--- src/rtl/pulse_scheduler.sv ---
// ============================================================================
// Module      : pulse_scheduler
// Description : Round-robin sharing of one extended-pulse output among
//               N_REQ strobe requesters, with a fixed idle gap per pulse.
// Revision    : 1.0 - initial release
// ============================================================================
`default_nettype none

module pulse_scheduler #(
  parameter int N_REQ     = 4,
  parameter int WIDTH_MAX = 16,
  parameter int GAP       = 1
) (
  input  logic                           clk,
  input  logic                           i_reset_n,
  input  logic                           i_enable,
  input  logic [N_REQ-1:0]               i_req,
  input  logic [$clog2(WIDTH_MAX+1)-1:0] i_width,
  output logic                           o_x,
  output logic                           o_busy,
  output logic [$clog2(N_REQ)-1:0]       o_owner,
  output logic [N_REQ-1:0]               o_pending,
  output logic [N_REQ-1:0]               o_done,
  output logic [N_REQ-1:0]               o_overflow
);

  localparam int c_ww       = $clog2(WIDTH_MAX + 1);
  localparam int c_ow       = $clog2(N_REQ);
  // Counter also has to hold GAP-1 should GAP ever exceed WIDTH_MAX.
  localparam int c_cw       = (GAP > WIDTH_MAX) ? $clog2(GAP + 1) : c_ww;
  localparam int c_gap_load = (GAP > 0) ? GAP - 1 : 0;

  localparam logic [1:0] c_st_idle  = 2'd0;
  localparam logic [1:0] c_st_pulse = 2'd1;
  localparam logic [1:0] c_st_gap   = 2'd2;

  logic [1:0]       r_state;
  logic [1:0]       w_state_nxt;
  logic [c_cw-1:0]  r_cnt;
  logic [N_REQ-1:0] r_pend;
  logic [N_REQ-1:0] r_done;
  logic [N_REQ-1:0] r_overflow;
  logic [c_ow-1:0]  r_last;
  logic [c_ow-1:0]  r_owner;

  logic             w_gnt_valid;
  logic [c_ow-1:0]  w_gnt_idx;
  logic             w_grant;
  logic [N_REQ-1:0] w_clr;
  logic [c_ww-1:0]  w_wid_eff;
  logic             w_cnt_zero;

  // Round-robin search from last+1; descending offsets so the nearest wins.
  always_comb begin
    int idx;
    idx         = 0;
    w_gnt_valid = 1'b0;
    w_gnt_idx   = '0;
    for (int off = N_REQ; off >= 1; off--) begin
      idx = (int'(r_last) + off) % N_REQ;
      if (r_pend[c_ow'(idx)]) begin
        w_gnt_valid = 1'b1;
        w_gnt_idx   = c_ow'(idx);
      end
    end
  end

  assign w_grant    = (r_state == c_st_idle) && i_enable && w_gnt_valid;
  assign w_clr      = w_grant ? (N_REQ'(1) << w_gnt_idx) : '0;
  assign w_cnt_zero = (r_cnt == '0);

  always_comb begin
    if (i_width == '0)
      w_wid_eff = c_ww'(1);
    else if (i_width > c_ww'(WIDTH_MAX))
      w_wid_eff = c_ww'(WIDTH_MAX);
    else
      w_wid_eff = i_width;
  end

  always_ff @(posedge clk or negedge i_reset_n) begin
    if (!i_reset_n) r_state <= c_st_idle;
    else            r_state <= w_state_nxt;
  end

  always_comb begin
    w_state_nxt = r_state;
    case (r_state)
      c_st_idle:  if (w_grant) w_state_nxt = c_st_pulse;
      c_st_pulse: if (w_cnt_zero) w_state_nxt = (GAP > 0) ? c_st_gap : c_st_idle;
      c_st_gap:   if (w_cnt_zero) w_state_nxt = c_st_idle;
      default:    w_state_nxt = c_st_idle;
    endcase
  end

  always_comb begin
    o_x    = (r_state == c_st_pulse);
    o_busy = (r_state != c_st_idle);
  end

  always_ff @(posedge clk or negedge i_reset_n) begin
    if (!i_reset_n) begin
      r_pend     <= '0;
      r_cnt      <= '0;
      r_last     <= c_ow'(N_REQ - 1);
      r_owner    <= '0;
      r_done     <= '0;
      r_overflow <= '0;
    end else begin
      r_pend     <= (r_pend & ~w_clr) | i_req;
      r_overflow <= i_req & r_pend & ~w_clr;
      r_done     <= (r_state == c_st_pulse && w_cnt_zero) ? (N_REQ'(1) << r_owner) : '0;
      if (w_grant) begin
        r_owner <= w_gnt_idx;
        r_last  <= w_gnt_idx;
      end
      case (r_state)
        c_st_idle:  if (w_grant) r_cnt <= c_cw'(w_wid_eff - c_ww'(1));
        c_st_pulse: r_cnt <= w_cnt_zero ? c_cw'(c_gap_load) : r_cnt - c_cw'(1);
        c_st_gap:   if (!w_cnt_zero) r_cnt <= r_cnt - c_cw'(1);
        default:    r_cnt <= '0;
      endcase
    end
  end

  assign o_owner    = r_owner;
  assign o_pending  = r_pend;
  assign o_done     = r_done;
  assign o_overflow = r_overflow;

endmodule

`default_nettype wire

--- config.mk ---
export PLATFORM = sky130hd
export DESIGN_NAME = pulse_scheduler
export DESIGN_NICKNAME = d
export VERILOG_FILES = /design/src/rtl/pulse_scheduler.sv
export SDC_FILE = /design/constraint.sdc
export NUM_CORES = 1
export LEC_CHECK = 0
export ABC_AREA = 1
export CAP_MARGIN = 30
export CORE_AREA = 2 2 55 57
export DETAILED_ROUTE_END_ITERATION = 6
export DIE_AREA = 0 0 57 59
export DONT_BUFFER_PORTS = 1
export PLACE_DENSITY = 0.78
export SYNTH_ARGS = -nofsm -noshare
export SYNTH_HDL_FRONTEND = slang
export SYNTH_SLANG_ARGS = --single-unit
--- constraint.sdc ---
create_clock -name clk -period 1.5 [get_ports clk]
set_input_delay 0.3 -clock clk [delete_from_list [all_inputs] [get_ports clk]]
set_output_delay 0.3 -clock clk [all_outputs]
set_load 0.01 [all_outputs]
==> flow_summary.ini <==
[clock_network]
clk_pin_slew_worst_paths_ns = 0.13
cts.sinks = 23
cts.htree.levels = 1
cts_tree = done
cts.path.max_buffers = 2
cts_buffers = 3
insertion_delay_ns = 0.31
cts-root-buf = clkbuf_4

[synth]
yosys_warnings = 0
netlist_area_mm2 = 0.00145
avgSynthCellArea_um2 = 7.27
synth_area_leaders = dfrtp_1 (36%), nand2_1 (16%), inv_1 (8.0%), nand2_2 (4.8%), nand3_1 (4.5%)
synth.distinct_cells = 24
synth.yosys.seq_area_share_pct = 40.0
synth_fp_nets = 214
async_reset_ff_share_pct = 100
synth_seq_cells = 23
synth_flop_cell = dfrtp_1
synth_common_cells = nand2_1 (63), inv_1 (31), dfrtp_1 (21)
synth_most_common_cell = nand2_1
synth_top_area_cell = dfrtp_1
synthCells = 199
synth_edf_count = 0
synth.top_cell.area_share_pct = 36.3

[sta]
period_needed_ns = 1.77
holdWs_ns = 0.0703
max_freq_mhz = 566
setup-tns-final_ns = -3.90
hold_viol = 0
clock-skew-final_ns = 0.00833
finalCritPeriodShare_pct = 118
slew_headroom_pct = 65.1
maxSlewViolCount = 0
finalWorstSetupSlack_ns = -0.267
rsz0062_at_grt = true
setup_viol = 18
tightestPinTransition_ns = 0.522

[hold_path]
hold_class = input pin to flop

[placed_design]
pre_cts_ws_ns = -0.124
gp_congestion = 0.846
hpwl_um = 2270
io_buffer_count = 0
placed_cells = 247

[route]
vias = 1322
viasPerCell = 5.16
firstDrtPassIters = 4
route.detailed.drc = 0
antenna_left = 0
totalWireLength_um = 3360
drtIter0Drc = 30
wl_per_cell_um = 13.1

[layout]
nets = 241
syn_to_final_growth_pct = 28.6
drive_gt1_share_pct = 38.7
n_antenna_cell = 0
fin_cells = 256
regArea_um2 = 578
multi_input_area_um2 = 867
n_fill_cell = 223

[setup_path]
critical_path.startpoint = r_last[0]$_DFFE_PN1P_
crit_required_ns = 1.70
critPathMaxFanout = 7
ff2ff_path_depth = 11
rr_endpoint = o_owner[1]$_DFFE_PN0P_
arrival_ns = 1.97
regToRegStartpoint = r_last[0]$_DFFE_PN1P_
worstSetupEndpoint = o_owner[1]$_DFFE_PN0P_
startpoint_type = flop
crit_type = flop to flop
cp-end-kind = flop
ff2ff_setup_slack_ns = -0.27

[die]
die_width_um = 57
die_area_mm2 = 0.00336
core-area_mm2 = 0.00271
initial_core_util_pct = 53.4
rows = 19
die_y_um = 59
ios = 28

[power]
p_total_mw = 4.50
powerDensity_mw_per_mm2 = 2420
p_leak_nw = 1.02
peakVddDrop_mv = 1.69

[global_routing]
grt_usage_pct = 18.5
grt_pass1_vias = 1171
grt_pass1_wl_um = 4870
antenna_found_initial = 0
overflow = 0
grt_max_degree = 24

[run_status]
violations = setup timing
status = finished with violations

[run]
maxCapViolCount = 0
-- metal layers --
| layer | GRT usage, % | share of wire (%) |
|---|---|---|
| met1 | 22.3 | 43 |
| met2 | 32.8 | 53 |
| met3 | 4.37 | 2.5 |
| met4 | 5.98 | 1.6 |
| met5 | 0 | 0 |
-- sequential cells by signal, indices dropped and copies added, names as in the netlist --
register    cells
o_overflow      4
r_cnt           5
r_state         2
o_done          4
r_last          2
o_pending       4
o_owner         2
-- worst min-delay path by stage --
stage / slack (ns) / cells after the start / endpoint / from
2_1_floorplan: 0.004 / 0 / o_done[0]$_DFF_PN0_ / i_reset_n
3_3_place_gp: 0.005 / 0 / o_pending[0]$_DFF_PN0_ / i_reset_n
3_5_place_dp: 0.005 / 0 / o_pending[0]$_DFF_PN0_ / i_reset_n
4_1_cts: 0.08 / 2 / o_pending[1]$_DFF_PN0_ / i_req[1]
5_1_grt: 0.06 / 2 / o_pending[2]$_DFF_PN0_ / i_req[2]
6_report: 0.07 / 2 / o_pending[2]$_DFF_PN0_ / i_req[2]
-- worst max-delay path: stages (launching register included) --
cell	delay, ns
dfstp_2	0.65
clkinv_4	0.14
nand2_2	0.08
nand2_2	0.07
nand2_2	0.09
nand2_4	0.07
nor2_4	0.12
nand2_2	0.08
nand3_4	0.13
inv_4	0.05
nand2_1	0.09
o21ai_1	0.08
-- kinds of logic (layout without fill, tap and decap cells) --
| logic type | after synthesis | count (layout) | share of synthesized area [%] |
|---|---|---|---|
| flip-flops | 23 | 23 | 40.0 |
| AND/OR/NAND/NOR | 115 | 115 | 38.4 |
| adder cells (fa/ha/maj) | 3 | 3 | 2.60 |
| AO/OA/AOI/OAI | 16 | 16 | 6.06 |
| buffers and inverters | 39 | 65 | 11.2 |
| XOR/XNOR | 3 | 3 | 1.82 |
-- metrics by stage --
| step | utilization [%] | cell area, um2 |
|---|---|---|
| floorplan | - | 1450 |
| global placement | 59.6 | 1610 |
| detailed placement | 59.6 | 1610 |
| CTS | 61.6 | 1670 |
| global route | 68.7 | 1860 |
| finish | 68.7 | 1860 |
-- layout make-up --
| cell class | instances | area share [%] |
|---|---|---|
| Multi-Input combinational cell | 137 | 46.6 |
| Sequential cell | 23 | 31.1 |
| Timing Repair Buffer | 23 | 10.2 |
| Tap cell | 31 | 2.08 |
| Clock buffer | 4 | 1.41 |
| Inverter | 38 | 8.61 |
-- where the power goes --
part           internal, mW  total [mW]  switching [mW]
clock                 0.104       0.293           0.190
combinational          1.21        3.07            1.86
sequential            0.866        1.13           0.262
total                  2.18        4.50            2.32
-- cell usage in the layout, fill, tap and decap left out, drive strengths merged --
cell / count
o22ai: 3
buf: 22
o21ai: 11
nand3: 18
nand2: 77
clkbuf: 4
nor3: 5
o311ai: 1
clkinv: 1
ha: 3
dfstp: 2
inv: 37
xnor2: 3
nor2: 14
dfrtp: 21
a21oi: 1
and2: 1
dlygate4sd3: 1
-- timing repair --
action | CTS | global route
resized for setup | 5 | 46
gates cloned | 0 | 0
pin swaps | 3 | 8
endpoints found under the hold margin | 23 | 0
endpoints found under the setup margin | 17 | 19
setup buffers | 1 | 2
hold buffers | 1 | 0
Power figures use the tool's default switching activity.
